**src/rtl/xcorr_pkg.sv**
```systemverilog
// rtl/xcorr_pkg.sv - shared types and widths for the xcorr IFFT arbiter
package xcorr_pkg;

  localparam int CONF_W = 8;
  localparam int EXP_W  = 5;

  typedef enum logic {
    IDLE   = 1'b0,
    STREAM = 1'b1
  } state_t;

  typedef logic tag_t;

endpackage

```
**src/rtl/xcorr_tag_fifo.sv**
```systemverilog
// rtl/xcorr_tag_fifo.sv - requester tag FIFO tracking frames launched into the IFFT
module xcorr_tag_fifo
  import xcorr_pkg::*;
#(
  parameter int DEPTH = 4
) (
  input  logic clk,
  input  logic rst,
  input  logic push,
  input  tag_t push_tag,
  input  logic pop,
  output tag_t head,
  output logic full,
  output logic empty,
  output logic underflow
);

  localparam int AW = $clog2(DEPTH);

  logic [AW:0] wr_ptr;
  logic [AW:0] rd_ptr;
  tag_t        mem [DEPTH];
  logic        do_push;
  logic        do_pop;

  // Extra pointer MSB distinguishes full from empty when the indices match.
  assign empty     = (wr_ptr == rd_ptr);
  assign full      = (wr_ptr[AW] != rd_ptr[AW]) && (wr_ptr[AW-1:0] == rd_ptr[AW-1:0]);
  assign do_push   = push && !full;
  assign do_pop    = pop && !empty;
  assign underflow = pop && empty;
  assign head      = mem[rd_ptr[AW-1:0]];

  always_ff @(posedge clk) begin
    if (rst) begin
      wr_ptr <= '0;
      rd_ptr <= '0;
    end else begin
      if (do_push) wr_ptr <= wr_ptr + 1'b1;
      if (do_pop)  rd_ptr <= rd_ptr + 1'b1;
    end
  end

  always_ff @(posedge clk) begin
    if (do_push) mem[wr_ptr[AW-1:0]] <= push_tag;
  end

endmodule

```
**src/rtl/xcorr_ifft_arb.sv**
```systemverilog
// rtl/xcorr_ifft_arb.sv - round-robin frame arbiter sharing one IFFT between two requesters
module xcorr_ifft_arb
  import xcorr_pkg::*;
#(
  parameter int FRAME_LEN = 1024,
  parameter int MAX_OUT   = 4,
  parameter int DW        = 16
) (
  input  logic                 clk,
  input  logic                 rst,
  input  logic                 req0,
  input  logic                 req1,
  input  logic [CONF_W-1:0]    conf0,
  input  logic [CONF_W-1:0]    conf1,
  input  logic                 val0,
  input  logic                 val1,
  input  logic signed [DW-1:0] i0,
  input  logic signed [DW-1:0] q0,
  input  logic signed [DW-1:0] i1,
  input  logic signed [DW-1:0] q1,
  output logic                 gnt0,
  output logic                 gnt1,
  output logic                 busy,
  output logic                 ifft_ival,
  output logic signed [DW-1:0] ifft_i,
  output logic signed [DW-1:0] ifft_q,
  output logic [CONF_W-1:0]    ifft_conf,
  input  logic                 ifft_val,
  input  logic                 ifft_eop,
  input  logic signed [DW-1:0] ifft_di,
  input  logic signed [DW-1:0] ifft_dq,
  input  logic [EXP_W-1:0]     ifft_exp,
  output logic                 out_val,
  output logic                 out_eop,
  output logic signed [DW-1:0] out_i,
  output logic signed [DW-1:0] out_q,
  output logic [EXP_W-1:0]     out_exp,
  output logic                 out_tag,
  output logic                 err
);

  localparam int CW = $clog2(FRAME_LEN);

  state_t        state;
  state_t        state_nxt;
  logic          rr;
  logic          win;
  logic [CW-1:0] cnt;
  logic          grant;
  logic          grant_win;
  logic          stream_val;
  logic          stray_val;
  logic          last;
  tag_t          fifo_head;
  logic          fifo_full;
  logic          fifo_empty;
  logic          fifo_underflow;

  always_comb begin
    state_nxt  = state;
    grant      = 1'b0;
    grant_win  = 1'b0;
    stream_val = (state == STREAM) && (win ? val1 : val0);
    stray_val  = (state == STREAM) && (win ? val0 : val1);
    last       = stream_val && (cnt == CW'(FRAME_LEN - 1));
    case (state)
      IDLE: begin
        if ((req0 || req1) && !fifo_full) begin
          grant     = 1'b1;
          grant_win = (req0 && req1) ? rr : req1;
          state_nxt = STREAM;
        end
      end
      STREAM: begin
        if (last) state_nxt = IDLE;
      end
      default: state_nxt = IDLE;
    endcase
  end

  assign busy = (state == STREAM);

  always_ff @(posedge clk) begin
    if (rst) begin
      state     <= IDLE;
      rr        <= 1'b0;
      win       <= 1'b0;
      cnt       <= '0;
      gnt0      <= 1'b0;
      gnt1      <= 1'b0;
      ifft_conf <= '0;
      ifft_ival <= 1'b0;
      ifft_i    <= '0;
      ifft_q    <= '0;
      out_val   <= 1'b0;
      out_eop   <= 1'b0;
      out_i     <= '0;
      out_q     <= '0;
      out_exp   <= '0;
      out_tag   <= 1'b0;
      err       <= 1'b0;
    end else begin
      state <= state_nxt;
      gnt0  <= grant && !grant_win;
      gnt1  <= grant && grant_win;
      // Config only moves at a grant, so it is frozen for the whole frame.
      if (grant) begin
        win       <= grant_win;
        rr        <= ~grant_win;
        ifft_conf <= grant_win ? conf1 : conf0;
      end
      if (stream_val) begin
        cnt    <= last ? '0 : cnt + 1'b1;
        ifft_i <= win ? i1 : i0;
        ifft_q <= win ? q1 : q0;
      end
      ifft_ival <= stream_val;
      out_val   <= ifft_val;
      out_eop   <= ifft_val && ifft_eop;
      out_i     <= ifft_di;
      out_q     <= ifft_dq;
      out_exp   <= ifft_exp;
      out_tag   <= fifo_empty ? 1'b0 : fifo_head;
      if (fifo_underflow || stray_val) err <= 1'b1;
    end
  end

  xcorr_tag_fifo #(
    .DEPTH(MAX_OUT)
  ) u_tag_fifo (
    .clk      (clk),
    .rst      (rst),
    .push     (grant),
    .push_tag (grant_win),
    .pop      (ifft_val && ifft_eop),
    .head     (fifo_head),
    .full     (fifo_full),
    .empty    (fifo_empty),
    .underflow(fifo_underflow)
  );

endmodule

```
**config.mk**
```make
export PLATFORM = sky130hd
export DESIGN_NAME = xcorr_ifft_arb
export DESIGN_NICKNAME = d
export VERILOG_FILES = /design/src/rtl/xcorr_pkg.sv /design/src/rtl/xcorr_tag_fifo.sv /design/src/rtl/xcorr_ifft_arb.sv
export SDC_FILE = /design/constraint.sdc
export NUM_CORES = 1
export LEC_CHECK = 0
export ABC_CLOCK_PERIOD_IN_PS = 1930
export BUFFER_PORTS_ARGS = -buffer_cell sky130_fd_sc_hd__buf_4
export CAP_MARGIN = 20
export CELL_PAD_IN_SITES_DETAIL_PLACEMENT = 1
export CELL_PAD_IN_SITES_GLOBAL_PLACEMENT = 1
export CORE_UTILIZATION = 33
export CTS_CLUSTER_SIZE = 14
export DETAILED_ROUTE_END_ITERATION = 7
export GPL_TIMING_DRIVEN = 1
export PLACE_DENSITY = 0.87
export SLEW_MARGIN = 10
export SYNTH_ARGS = -nofsm -noshare
export SYNTH_HDL_FRONTEND = slang
export SYNTH_SLANG_ARGS = --single-unit
export TNS_END_PERCENT = 30
```
**constraint.sdc**
```tcl
create_clock -name clk -period 1.93 [get_ports clk]
set_input_delay 0.386 -clock clk [delete_from_list [all_inputs] [get_ports clk]]
set_output_delay 0.386 -clock clk [all_outputs]
set_load 0.05 [all_outputs]
```
# Yosys cells after proc, flatten, opt, wreduce, memory -nomap -nowiden
# Memory sizes are Yosys's and may differ from the RTL's. A register that Yosys moved wholly into a read port is not among the register bits.
# Index checks and enable logic that the tools add are counted.
# totals
reg_bits	102
latchBits	0
ramBits	4
rom_bits	0
elab_cells	61
mem_count	1
# op_classes
n_addsub	3
n_mul	0
div_mod_pow	0
magnitude_cmp	0
eq_ne	4
shifts	0
mux	15
bitwise_logic	2
n_reduce_logical	18
# memory_table
memory	words	word_bits	rd	rd_clocked_by_memory_dff	write_ports	line	source
u_tag_fifo.mem	4	1	1	1	1	xcorr_tag_fifo.sv:22	tag_t mem [DEPTH];
# ops
cell	n
$mux 16	2
$logic_and 1x1->1	12
$add 10x1->10 const B	1
$eq 10x10->1 const B	1
$mux 1	10
$mux 10	1
$mux 8	1
$add 3x1->3 const B	2
$eq 3x3->1	1
$logic_not 1->1	3
$eq 2x2->1	1
$logic_or 1x1->1	2
$not 1->1	2
$pmux 1 s2	1
$reduce_or 2->1	1
$ne 1x1->1	1

# Longest topological paths before layout
# depth
depth_word	9
depth_mapped	6

# Cells and area by module
# A second synthesis with hierarchy kept.
# hier_totals
cells_unflattened	449
area_unflattened_um2	4635.7
# modules_own_cells
mod	n_inst	cells_each	area_each_um2	seq_area_each_um2
xcorr_ifft_arb	1	373	3897.5	1941.9
xcorr_tag_fifo	1	76	738.2	280.3

# Worst setup path after synthesis
# Ideal clock, no wire load.
# synth_path
path_type	register to register
from	register state, in the netlist busy
to	register ifft_i[0]
setup_ns	0.086
t_arrival_ns	1.651
required_ns	1.844
slack_ns	0.194
stages_incl_launch_ff	7
synth_period_minus_slack_ns	1.736
cell_sequence	dfxtp_1 -> buf_4 -> inv_1 -> nor2_1 -> clkbuf_1 -> nor2_1 -> a211oi_1
# synth_between
elab_chain_cells	1
# synth_rtl
item	line	source
from (decl)	xcorr_ifft_arb.sv:44	state_t state;
from (signal assigned)	xcorr_ifft_arb.sv:103	state <= state_nxt;
$logic_and 1x1->1	xcorr_ifft_arb.sv:63	stream_val = (state == STREAM) && (win ? val1 : val0);
to (signal assigned)	xcorr_ifft_arb.sv:114	ifft_i <= win ? i1 : i0;
to (decl)	xcorr_ifft_arb.sv:25	output logic signed [DW-1:0] ifft_i,
# Every way passes these cells.
# A chain may end at the register's enable or synchronous reset.

# Worst setup path in the final report
# layout_path
from	register u_tag_fifo.wr_ptr[1]
to	register ifft_conf[1]
# layout_between
elab_chain_cells	7
elab_cells_between_ends	9
# layout_rtl
item	line	source
from (decl)	xcorr_tag_fifo.sv:20	logic [AW:0] wr_ptr;
from (signal assigned)	xcorr_tag_fifo.sv:39	if (do_push) wr_ptr <= wr_ptr + 1'b1;
$eq 2x2->1 (*)	xcorr_tag_fifo.sv:28	assign full = (wr_ptr[AW] != rd_ptr[AW]) && (wr_ptr[AW-1:0] == rd_ptr[AW-1:0]);
$logic_and 1x1->1 (*)	xcorr_tag_fifo.sv:28	
$logic_not 1->1 (*)	xcorr_ifft_arb.sv:68	if ((req0 || req1) && !fifo_full) begin
$logic_and 1x1->1 (*)	xcorr_ifft_arb.sv:68	
$mux 1	xcorr_ifft_arb.sv:68	
$mux 1	xcorr_ifft_arb.sv:66	case (state)
$mux 8	xcorr_ifft_arb.sv:110	ifft_conf <= grant_win ? conf1 : conf0;
to (signal assigned)	xcorr_ifft_arb.sv:110	
to (decl)	xcorr_ifft_arb.sv:27	output logic [CONF_W-1:0] ifft_conf,
# Mark *: on every way between the ends. The rest lies on a longest branch, timed or not.

==> load_flow_metrics.sql <==
INSERT INTO impl_metrics (metric_group, metric, value, unit) VALUES
('logic_synthesis', 'synth-compound-area-share', '12.9', '%'),
('job', 'max_cap_viol_count', '0', ''),
('logic_synthesis', 'synth_cell_area', '4110', 'um2'),
('cts', 'clock-root-buffer', 'clkbuf_16', ''),
('cells_and_area', 'share_of_post_route_cells_with_drive_strength_above_1', '41.5', '%'),
('routing', 'drt_iter0_drc', '100', ''),
('cts', 'post_cts.resized_instances', '0', ''),
('logic_synthesis', 'ys_seq_elements', '107', ''),
('grt', 'globalRoute.totalOverflow', '0', ''),
('cells_and_area', 'layout.filler_cells', '1381', ''),
('logic_synthesis', 'synth-async-reset-ratio', '0', '%'),
('logic_synthesis', 'post_synth_fa_ha_maj_area_fraction', '1.82', '%'),
('timing', 'final-hold-violation-count', '0', ''),
('cts', 'cts_tree', 'built', ''),
('routing', 'post_drt_via_cell_ratio', '4.66', ''),
('timing', 'final.period_utilization', '92.6', '%'),
('cells_and_area', 'finalInstanceArea', '6200', 'um2'),
('floorplan', 'design.die.area', '12900', 'um2'),
('timing', 'finalMaxSlewViolations', '0', ''),
('routing', 'total_via_count_in_the_routed_design', '3570', ''),
('cts', 'cts_buffers', '9', ''),
('cells_and_area', 'syn_to_final_growth', '50.6', '%'),
('cells_and_area', 'antenna_cells', '0', ''),
('power', 'power.density_cell_area', '992', 'nW/um2'),
('power', 'vdd.ir_drop.worst', '0.441', 'mV'),
('floorplan', 'io_pins', '210', ''),
('cells_and_area', 'nets', '724', ''),
('place', 'detailed_place_hpwl', '8840', 'um'),
('cts', 'cts-htree-levels', '3', ''),
('cts', 'post-cts-setup-buffers', '0', ''),
('setup_path', 'critical_path.max_fanout', '6', ''),
('cts', 'worst_skew_pair.late_latency', '350', 'ps'),
('logic_synthesis', 'syn_area_per_cell', '10.5', 'um2'),
('logic_synthesis', 'postSynth.topFlopCell', 'dfxtp_1', ''),
('cts', 'numClockSinks', '107', ''),
('setup_path', 'worst-endpoint-arrival', '2020', 'ps'),
('logic_synthesis', 'yosys-mux-area-fraction', '9.73', '%'),
('timing', 'grt_setup_unrepaired', 'false', ''),
('min_path', 'min-delay-start', 'ifft_dq[8]', ''),
('grt', 'largest_net_degree_at_the_start_of_global_routing', '42', ''),
('cells_and_area', 'number_of_standard_cells_in_the_final_layout_excluding_fillers', '766', ''),
('routing', 'totalWireLength', '11500', 'um'),
('min_path', 'worstHoldPathType', 'primary input to register', ''),
('logic_synthesis', 'synth_fp_nets', '521', ''),
('routing', 'dr.pass1.iters', '4', ''),
('grt', 'first_pass_grt_wire_length', '18100', 'um'),
('floorplan', 'core', '12100', 'um2'),
('setup_path', 'crit_path_start', 'u_tag_fifo.wr_ptr[1]', ''),
('setup_path', 'crit_required', '2170', 'ps'),
('power', 'leakage', '2.66', 'nW'),
('setup_path', 'timing.critical_path.from_type', 'register', ''),
('grt', 'grt_antenna_before_repair', '0', ''),
('cts', 'clk_pin_slew', '70', 'ps'),
('logic_synthesis', 'synth_enable_flop_cells', '4', ''),
('grt', 'first_global_vias', '3734', ''),
('outcome', 'outcome', 'complete, no violations', ''),
('place', 'gp_congestion', '0.807', ''),
('logic_synthesis', 'main_combinational_cell_family_by_area_after_synthesis', 'simple AND/OR/NAND/NOR gates', ''),
('cts', 'ctsLongestPathBuffers', '2', ''),
('setup_path', 'worst-setup-path-type', 'register to register', ''),
('timing', 'worst_slew_pin_slew', '674', 'ps'),
('floorplan', 'floorplan.initialDensity', '34.1', '%'),
('routing', 'post-route-drc-count', '0', ''),
('place', 'total_instance_count_after_detailed_placement', '750', ''),
('timing', 'finalWorstPathRequiredPeriod', '1790', 'ps'),
('logic_synthesis', 'synth_cell_type_count', '47', ''),
('floorplan', 'chipWidth', '114', 'um'),
('floorplan', 'std_cell_rows', '40', ''),
('logic_synthesis', 'synth-seq-area-share', '53.0', '%'),
('setup_path', 'end_kind', 'register', ''),
('logic_synthesis', 'synth.yosys.warnings', '0', '');
## worst paths after layout
kind                            slack (ps)      endpoint  cells after the start
worst min register to register         470  ifft_conf[3]                      1
worst max-delay path                   140  ifft_conf[1]                      5
worst max register to register         140  ifft_conf[1]                      5
worst min-delay path                   240      out_q[8]                      2
## worst max-delay path, stage by stage, from the launching register on
cell	delay, ps
dfxtp_1	370
xnor2_1	550
a31oi_1	240
nand2b_1	260
buf_4	190
o2bb2ai_1	70
## layer usage
metal	routed length, um	track usage, %	vias up
met4	262	7.19	0
met2	6030	33.8	119
met5	0	0	-
met3	752	5.37	20
met1	4500	18.9	1658
li1	-	-	1773
## placed cells by master, fill, tap and decap left out, types with 4 or more instances in the layout
cell / instances
nor2_1: 50
nand3_1: 5
mux2i_1: 34
inv_1: 6
o2bb2ai_1: 8
nor2b_1: 39
buf_4: 216
ha_1: 6
clkbuf_16: 9
dfxtp_1: 102
edfxtp_1: 4
nor3_1: 4
a21oi_1: 5
a211oi_1: 32
xnor2_1: 11
nand2_1: 6
a22oi_1: 8
## power breakdown
group	switching (W)	total, W	internal, W
Combinational	0.000986	0.00160	0.000609
Clock	0.000846	0.00203	0.00119
Sequential	0.000114	0.00252	0.00241
Total	0.00195	0.00615	0.00420
## final cells by class
type                    instances  area, um2  area share [%]
clock buffers                  10        239            3.86
repair buffers                217       1640            26.5
clock inverters                 6       95.1            1.53
inverters                       6       22.5           0.363
multi-input cells             252       1800            29.1
flip-flops and latches        107       2180            35.2
well taps                     168        210            3.39
## through the flow
stage	worst slack (ps)	utilization [%]	hold WS [ps]	power (W)
finish	143	51.4	242	0.00615
global placement	279	48.6	452	0.00411
CTS	128	51.4	228	0.00623
floorplan	194	-	458	0.00358
global route	23.7	51.4	236	0.00642
detailed placement	127	48.6	458	0.00418
## sequential cells by signal, summed over array words and instances (netlist names), 3 cells and up
| signal | cells |
|---|---|
| ifft_i | 16 |
| ifft_q | 16 |
| out_i | 16 |
| out_q | 16 |
| cnt | 10 |
| ifft_conf | 8 |
| out_exp | 5 |
| u_tag_fifo.mem | 4 |
| u_tag_fifo.rd_ptr | 3 |
| u_tag_fifo.wr_ptr | 3 |
## kinds of logic (layout without fill, tap and decap cells)
group                    Yosys count  after routing
buffers and inverters             31            239
flip-flops                       107            107
XOR/XNOR                          14             14
multiplexers                      38             38
AND/OR/NAND/NOR                  126            126
adder cells (fa/ha/maj)            6              6
AO/OA/AOI/OAI                     68             68
## synth_stat cells, types with 2 or more instances
cell type	n	area, um2
and2_1	2	12.5
nor2_1	51	191
clkbuf_1	11	41.3
a22oi_1	8	60.1
nand2b_1	3	18.8
xnor2_1	11	96.3
nor3_1	4	20.0
nand3_1	5	25.0
inv_1	6	22.5
edfxtp_1	4	120
mux2_2	3	33.8
nand2_1	6	22.5
nand4_1	2	12.5
buf_1	3	11.3
dfxtp_1	103	2060
a211oi_1	32	240
and2_2	3	22.5
mux2i_1	34	340
o21ai_0	3	15.0
a21oi_1	5	25.0
nor2b_1	39	244
nor4b_1	2	17.5
buf_2	9	45.0
xor2_1	2	17.5
ha_1	6	75.1
a31oi_1	3	18.8
o32ai_1	2	17.5
o2bb2ai_1	8	70.1
buf_4	2	15.0
(Power assumes the default switching activity.)
